**config.mk**
```make
export PLATFORM = sky130hd
export DESIGN_NAME = mem_port_arbiter
export DESIGN_NICKNAME = d
export VERILOG_FILES = /design/src/rtl/mem_port_arbiter.sv
export SDC_FILE = /design/constraint.sdc
export NUM_CORES = 1
export LEC_CHECK = 0
export CELL_PAD_IN_SITES_DETAIL_PLACEMENT = 0
export CELL_PAD_IN_SITES_GLOBAL_PLACEMENT = 2
export CORE_UTILIZATION = 35
export DETAILED_ROUTE_END_ITERATION = 7
export DONT_BUFFER_PORTS = 1
export HOLD_SLACK_MARGIN = 0.05
export PLACE_DENSITY_LB_ADDON = 0.25
export SLEW_MARGIN = 15
export SYNTH_ARGS = -nofsm -noshare
export SYNTH_HDL_FRONTEND = slang
export SYNTH_SLANG_ARGS = --single-unit
```
**constraint.sdc**
```tcl
create_clock -name clk -period 2.2 [get_ports clk]
set_input_delay 0.11 -clock clk [delete_from_list [all_inputs] [get_ports clk]]
set_output_delay 0.11 -clock clk [all_outputs]
set_load 0.01 [all_outputs]
```
**src/rtl/mem_port_arbiter.sv**
```systemverilog
// Two-port arbiter sharing one byte-addressable memory port: round-robin grant,
// fixed read latency, write done/timeout sequencing and a one-cycle response.
module mem_port_arbiter #(
   parameter int WORD_SIZE     = 32,
   parameter int READ_LATENCY  = 2,
   parameter int WRITE_TIMEOUT = 15
) (
   input  logic                 clk,
   input  logic                 rst,
   input  logic                 req0_valid,
   input  logic [WORD_SIZE-1:0] req0_addr,
   input  logic [1:0]           req0_write,
   input  logic [WORD_SIZE-1:0] req0_wdata,
   output logic                 req0_ready,
   input  logic                 req1_valid,
   input  logic [WORD_SIZE-1:0] req1_addr,
   input  logic [1:0]           req1_write,
   input  logic [WORD_SIZE-1:0] req1_wdata,
   output logic                 req1_ready,
   output logic                 resp0_valid,
   output logic                 resp1_valid,
   output logic [WORD_SIZE-1:0] resp_rdata,
   output logic                 resp_error,
   output logic [WORD_SIZE-1:0] mem_addr,
   output logic [1:0]           mem_write,
   output logic [WORD_SIZE-1:0] mem_wdata,
   input  logic [WORD_SIZE-1:0] mem_rdata,
   input  logic                 mem_done,
   input  logic                 mem_error,
   output logic                 busy
);

   typedef enum logic [1:0] {
      IDLE       = 2'd0,
      READ_WAIT  = 2'd1,
      WRITE_WAIT = 2'd2,
      RESPOND    = 2'd3
   } state_t;

   localparam logic [7:0] READ_LAST  = 8'(READ_LATENCY - 1);
   localparam logic [7:0] WRITE_LAST = 8'(WRITE_TIMEOUT - 1);

   state_t               state_r;
   logic                 last_grant_r;
   logic                 owner_r;
   logic                 err_latch_r;
   logic [7:0]           cnt_r;
   logic                 idle_s;
   logic                 accept_s;
   logic                 sel1_s;
   logic [WORD_SIZE-1:0] sel_addr_s;
   logic [WORD_SIZE-1:0] sel_wdata_s;
   logic [1:0]           sel_write_s;
   logic                 read_err_s;
   logic                 write_err_s;

   // Grant decision, accepted payload select and next error-latch values.
   always_comb begin
      idle_s      = (state_r == IDLE);
      req0_ready  = idle_s && req0_valid && (!req1_valid || last_grant_r);
      req1_ready  = idle_s && req1_valid && (!req0_valid || !last_grant_r);
      accept_s    = (req0_ready && req0_valid) || (req1_ready && req1_valid);
      sel1_s      = req1_ready;
      sel_addr_s  = sel1_s ? req1_addr  : req0_addr;
      sel_wdata_s = sel1_s ? req1_wdata : req0_wdata;
      sel_write_s = sel1_s ? req1_write : req0_write;
      read_err_s  = err_latch_r || mem_error;
      // A done on the final timeout edge wins, so the timeout contributes no error.
      write_err_s = err_latch_r || mem_error || (!mem_done && (cnt_r == WRITE_LAST));
   end

   // Transaction sequencer; all memory-side and response outputs are registered here.
   always_ff @(posedge clk or negedge rst) begin
      if (!rst) begin
         state_r      <= IDLE;
         last_grant_r <= 1'b1;
         owner_r      <= 1'b0;
         err_latch_r  <= 1'b0;
         cnt_r        <= 8'd0;
         mem_addr     <= {WORD_SIZE{1'b0}};
         mem_write    <= 2'b00;
         mem_wdata    <= {WORD_SIZE{1'b0}};
         resp_rdata   <= {WORD_SIZE{1'b0}};
         resp_error   <= 1'b0;
         resp0_valid  <= 1'b0;
         resp1_valid  <= 1'b0;
         busy         <= 1'b0;
      end else begin
         resp0_valid <= 1'b0;
         resp1_valid <= 1'b0;
         case (state_r)
            IDLE: begin
               if (accept_s) begin
                  mem_addr     <= sel_addr_s;
                  mem_write    <= sel_write_s;
                  mem_wdata    <= sel_wdata_s;
                  owner_r      <= sel1_s;
                  last_grant_r <= sel1_s;
                  err_latch_r  <= 1'b0;
                  cnt_r        <= 8'd0;
                  busy         <= 1'b1;
                  state_r      <= (sel_write_s == 2'b00) ? READ_WAIT : WRITE_WAIT;
               end
            end
            READ_WAIT: begin
               err_latch_r <= read_err_s;
               if (cnt_r == READ_LAST) begin
                  resp_rdata  <= read_err_s ? {WORD_SIZE{1'b0}} : mem_rdata;
                  resp_error  <= read_err_s;
                  resp0_valid <= !owner_r;
                  resp1_valid <= owner_r;
                  state_r     <= RESPOND;
               end else begin
                  cnt_r <= cnt_r + 8'd1;
               end
            end
            WRITE_WAIT: begin
               err_latch_r <= write_err_s;
               if (mem_done || (cnt_r == WRITE_LAST)) begin
                  mem_write   <= 2'b00;
                  resp_rdata  <= {WORD_SIZE{1'b0}};
                  resp_error  <= write_err_s;
                  resp0_valid <= !owner_r;
                  resp1_valid <= owner_r;
                  state_r     <= RESPOND;
               end else begin
                  cnt_r <= cnt_r + 8'd1;
               end
            end
            RESPOND: begin
               busy    <= 1'b0;
               state_r <= IDLE;
            end
            default: begin
               mem_write <= 2'b00;
               busy      <= 1'b0;
               state_r   <= IDLE;
            end
         endcase
      end
   end

endmodule

```
==> results of run 1 <==
==> cell families after synthesis <==
group / count (synthesis)
multiplexers: 167
flip-flops: 115
AND/OR/NAND/NOR: 83
buffers and inverters: 72
AO/OA/AOI/OAI: 38
adder cells (fa/ha/maj): 9
==> cell usage after synthesis <==
library cell	number	area, µm²
dfrtp_1	114	2850
buf_6	2	22.5
buf_1	4	15.0
nor4_1	1	6.26
and2_1	2	12.5
or4_1	1	7.51
a41oi_1	4	35.0
a21oi_1	6	30.0
o2111ai_1	1	8.76
buf_2	7	35.0
a21o_1	3	22.5
mux2i_1	35	350
nand2_1	42	158
nand2b_1	4	25.0
a22o_1	2	17.5
o221a_2	1	11.3
ha_1	9	113
clkbuf_1	11	41.3
or3b_2	1	8.76
nor2b_1	2	12.5
a311o_1	1	10.0
a31oi_1	4	25.0
or3_1	2	12.5
nor3_1	4	20.0
dfstp_2	1	26.3
nor2_1	7	26.3
a21bo_2	2	20.0
and3_1	2	12.5
nand4_1	3	18.8
or4_4	1	11.3
inv_1	45	169
o2bb2ai_1	1	8.76
mux2_1	1	11.3
and4_4	1	11.3
a31o_1	1	8.76
o21ai_1	1	5.00
and4_1	1	8.76
nand3_1	9	45.0
a221o_1	1	10.0
a22oi_1	1	7.51
mux2_2	131	1480
buf_4	3	22.5
o31ai_1	1	7.51
o21ai_0	8	40.0
==> metrics by stage <==
stage	area, µm²	hold slack, ns
after global placement	6270	-0.182
after detailed placement	6270	-0.183
after floorplan	5800	-0.186
==> results.toml, run 1 <==
[synth]
netlist_area_mm2 = 0.00580
synthAdderAreaFrac_pct = 1.94
yosys_warnings = 0
synthSimpleGateAreaFrac_pct = 6.84
ys_types = 44
synth-xor-area-share_pct = 0
synth_top_family_by_area = "multiplexers"
syn_avg_cell_area_um2 = 12.0
synth_compound_area_share_pct = 4.62
syn_nets = 663
synth_cells = 484
ys_seq_area_share_pct = 49.7
synth-seq-cells = 115
synthMuxAreaShare_pct = 31.7

[clock_tree]
cts_max_path_buffers = 2
cts_sinks = 115
cts-root-buf = "clkbuf_16"
post-cts-setup-buffer-count = 0
cts.htree.levels = 4
numCtsBuffers = 17
hold_buffers = 148
cts_resized = 0

[run_status]
failing_step = "clock tree synthesis (4_1_cts)"
outcome = "aborted with a tool error"
error = "[ERROR RSZ-0060] Max buffer count reached."

[placement]
dp_slack_ns = 0.107
dp.cells = 704
dp_hpwl_mm = 11.0
place_congestion = 0.770
portBuffers = 0

[floorplanning]
row_count = 46
fp.dieW_um = 131
dieHeight_um = 131
ioPinCount = 274
initial_core_util_pct = 36.2
==> run 2, diff against run 1 <==
==> config.mk (replaced) <==
export PLATFORM = sky130hd
export DESIGN_NAME = mem_port_arbiter
export DESIGN_NICKNAME = d
export VERILOG_FILES = /design/src/rtl/mem_port_arbiter.sv
export SDC_FILE = /design/constraint.sdc
export NUM_CORES = 1
export LEC_CHECK = 0
export CORE_UTILIZATION = 27
export DETAILED_ROUTE_END_ITERATION = 7
export DONT_BUFFER_PORTS = 1
export PLACE_DENSITY_LB_ADDON = 0.15
export SLEW_MARGIN = 15
export SYNTH_ARGS = -nofsm -noshare
export SYNTH_HDL_FRONTEND = slang
export SYNTH_SLANG_ARGS = --single-unit
==> constraint.sdc (replaced) <==
create_clock -name clk -period 2.9 [get_ports clk]
set_input_delay 0.145 -clock clk [delete_from_list [all_inputs] [get_ports clk]]
set_output_delay 0.145 -clock clk [all_outputs]
set_load 0.01 [all_outputs]
==> run 2 against run 1 <==
  * Synthesized area unchanged
  * Synthesized cell count unchanged
  * The run now ends clean
==> results.toml, run 2 <==
[run_status]
outcome = "finished, final reports clean"

[detailed_routing]
drtPass1Iterations = 4
antenna_left = 0
via_count = 3865
wire_per_inst_um = 16.9
drtIter0Drc = 78
via_per_inst = 4.57
wl_mm = 14.3
route.detailed.drc = 0

[critical_path]
worst-path-buf-inv = 3
endpoint_kind = "flop"
critPathKind = "flop to flop"
setup.worst_path.start = "state_r[0]"
cp_cell_sequence = "inv_1 -> ha_1 -> and2_1 -> nand2_2 -> buf_12 -> mux2_2 -> dlygate4sd3_1 -> mux2_2"
cp-start-kind = "flop"
cp_slowest_cell = "dlygate4sd3_1"
critPathMaxStageDelay_ns = 0.56
crit_path_frequent_cell = "mux2_2"
critPathTopFamily = "buffers and inverters"
r2r_start = "state_r[0]"
cp.arrival_ns = 3.03
worstPathMaxFanout = 65
worstPathRequired_ns = 3.19

[sta]
worst_pin_slew_ns = 0.584
relSlewSlack_pct = 60.7
fin_crit_ns = 2.74
rsz0062_at_grt = "no"
hold_viol = 0
clock.fmax_mhz = 366
final_max_slew_viol_count = 0
finalSetupTns_ns = 0
timing.final.crit_share_pct = 94.3
clock_skew_ns = 0.0117
finalSetupViolCount = 0

[floorplanning]
fp.dieW_um = 149
dieArea_mm2 = 0.0221
ioPinCount = 274
initial_core_util_pct = 27.6
dieHeight_um = 149
row_count = 53
fp.coreArea_mm2 = 0.0210

[global_route]
grt_util_met2_pct = 22.6
antenna_found_initial = 0
grtUsageMet3_pct = 4.11
grt_usage_pct = 12.9
first_global_vias = 4043
grt.overflow.total = 0
grt_pass1_wl_mm = 21.9
grt_max_degree = 116
met1_usage_pct = 14.5
grt_busiest_layer = "met2"

[hold_path]
min_from = "req1_wdata[10]"
hold_path_class = "input pin to flop"

[clock_tree]
cts_resized = 0
post-cts-setup-buffer-count = 0
cts-root-buf = "clkbuf_16"
cts_sinks = 115
hold_buffers = 70
cts.htree.levels = 4
clk_pin_slew_worst_paths_ns = 0.06
numCtsBuffers = 17
cts_max_path_buffers = 2
cts_tree = "built"
clk_latency_ns = 0.41

[power]
power_density_mw_per_mm2 = 1080
finalPower_mw = 8.00
ir_drop_mv = 0.384
leakage_nw = 3.22

[synth]
syn_nets = 663
synth_common_cells = "131 x mux2_2, 114 x dfrtp_1, 45 x inv_1, 42 x nand2_1, 35 x mux2i_1"
netlist_area_mm2 = 0.00580
ys_types = 44
yosysTopAreaCell = "dfrtp_1"
synth_cells = 484
synth-seq-cells = 115
async_flop_share_pct = 100
synthFlopType = "dfrtp_1"
syn_avg_cell_area_um2 = 12.0
yosys-top-cells-area = "dfrtp_1 49%, mux2_2 25%, mux2i_1 6.0%"
yosys_warnings = 0
yosys.area.top_type_share_pct = 49.2
synth_edf_count = 0
yosysMostFrequentCell = "mux2_2"
ys_seq_area_share_pct = 49.7

[finish]
final_util_pct = 35.3
final_nets = 736
num_antenna_cells = 0
layout-drive-gt1-share_pct = 31.6
final_area_mm2 = 0.00742
final_cells = 845
largestRegisters = "mem_addr (32), mem_wdata (32), resp_rdata (32)"
final_cell_mix = "131 x mux2_2, 114 x dfrtp_1, 73 x dlygate4sd3_1"
area_growth_pct = 27.9
mostFrequentLayoutCell = "mux2_2"

[placement]
portBuffers = 0
place_congestion = 0.731
dp_hpwl_mm = 9.87
place_area_mm2 = 0.00611
dp.cells = 739

[run]
drv_cap = 0
[run 2: cell counts after synthesis]
No cell type changed its count.
[run 2: layout make-up]
| class | instances | area [µm²] |
|---|---|---|
| repair buffers | 81 | 848 |
| flip-flops and latches | 115 | 2880 |
| multi-input cells | 297 | 2620 |
| inverters | 45 | 169 |
| clock inverters | 13 | 109 |
| well taps | 275 | 344 |
| fillers | 2065 | 13600 |
| clock buffers | 19 | 443 |
[run 2: report_power, final]
part,total [mW],internal [mW],switching (mW),leakage [nW]
sequential,3.35,2.40,0.951,1.43
combinational,2.71,1.46,1.25,1.52
clock,1.95,1.19,0.754,0.269
[run 2: kinds of logic (layout without fill, tap and decap cells)]
group,count (synthesis),after routing,share of synthesized area (%)
flops,115,115,49.7
buf+inv,72,158,5.27
simple gates,83,83,6.84
mux,167,167,31.7
fa+ha+maj,9,9,1.94
compound gates,38,38,4.62
[run 2: per-layer routing]
| layer | vias up | wire, µm | share of wire, % |
|---|---|---|---|
| met1 | 1891 | 5730 | 40 |
| met5 | - | 0 | 0 |
| li1 | 1827 | - | - |
| met4 | 0 | 205 | 1.4 |
| met2 | 131 | 7440 | 52 |
| met3 | 16 | 916 | 6.4 |
[run 2: path summary, 6_finish.rpt]
kind	endpoint	slack (ns)	depth (start not counted)
worst max-delay path	mem_addr[12]	0.16	8
worst min-delay path	mem_wdata[10]	0.02	2
worst max register to register	mem_addr[12]	0.16	8
worst min register to register	resp0_valid	0.46	1
max in group asynchronous	err_latch_r	2.08	2
min in group asynchronous	mem_wdata[29]	0.37	2
[run 2: worst register-to-register path, stage by stage, from the launching register on]
cell and delay [ns]:
dfrtp_1 0.42, inv_1 0.11, ha_1 0.26, and2_1 0.19, nand2_2 0.10, buf_12 0.27
mux2_2 0.45, dlygate4sd3_1 0.56, mux2_2 0.26
[run 2: metrics by stage]
step / hold slack, ns / setup WS, ns
final: 0.0152 / 0.164
after global routing: 0.0000318 / 0.0180
after CTS: 0.000422 / 0.194
after detailed placement: -0.148 / 0.602
after global placement: -0.148 / 0.685
after floorplan: -0.151 / 0.570
Note: power is estimated with default switching activity, not from simulation.
==> run 3, diff against run 2 <==
--- a/config.mk
+++ b/config.mk
@@ -8,6 +8,8 @@
 export CORE_UTILIZATION = 27
 export DETAILED_ROUTE_END_ITERATION = 7
 export DONT_BUFFER_PORTS = 1
+export HOLD_SLACK_MARGIN = 0.1
+export MAX_ROUTING_LAYER = met4
 export PLACE_DENSITY_LB_ADDON = 0.15
 export SLEW_MARGIN = 15
 export SYNTH_ARGS = -nofsm -noshare
==> run 3 against run 2 <==
  * The flow now stops in clock tree synthesis (4_1_cts)
  * Synthesized area stayed put
  * Synthesized cell count stayed put
==> results.toml, run 3 <==
[run_status]
outcome = "aborted with a tool error"
failing_step = "clock tree synthesis (4_1_cts)"
error = "[ERROR RSZ-0060] Max buffer count reached."

[clock_tree]
cts_resized = 0
hold_buffers = 155
cts-root-buf = "clkbuf_16"
cts_max_path_buffers = 2
cts_sinks = 115
cts.htree.levels = 4
numCtsBuffers = 17
post-cts-setup-buffer-count = 0

[floorplanning]
row_count = 53
ioPinCount = 274
dieHeight_um = 149
initial_core_util_pct = 27.6
fp.dieW_um = 149

[placement]
dp.cells = 739
portBuffers = 0
dp_hpwl_mm = 9.87
place_congestion = 0.740
dp_slack_ns = 0.602

[synth]
ys_seq_area_share_pct = 49.7
yosys.area.top_type_share_pct = 49.2
synth_cells = 484
synth_edf_count = 0
syn_nets = 663
ys_types = 44
yosysMostFrequentCell = "mux2_2"
netlist_area_mm2 = 0.00580
yosys-top-cells-area = "dfrtp_1 49%, mux2_2 25%, mux2i_1 6.0%"
synth_common_cells = "131 x mux2_2, 114 x dfrtp_1, 45 x inv_1, 42 x nand2_1, 35 x mux2i_1"
yosysTopAreaCell = "dfrtp_1"
synthFlopType = "dfrtp_1"
synth-seq-cells = 115
yosys_warnings = 0
async_flop_share_pct = 100
syn_avg_cell_area_um2 = 12.0
run 3: metrics by stage:
stage	area (µm²)	hold slack, ns
2_1_floorplan	5800	-0.151
3_3_place_gp	6110	-0.148
3_5_place_dp	6110	-0.148
run 3: kinds of logic after synthesis:
family,share of synthesized area [%]
simple gates,6.84
compound gates,4.62
mux,31.7
buf+inv,5.27
flops,49.7
fa+ha+maj,1.94
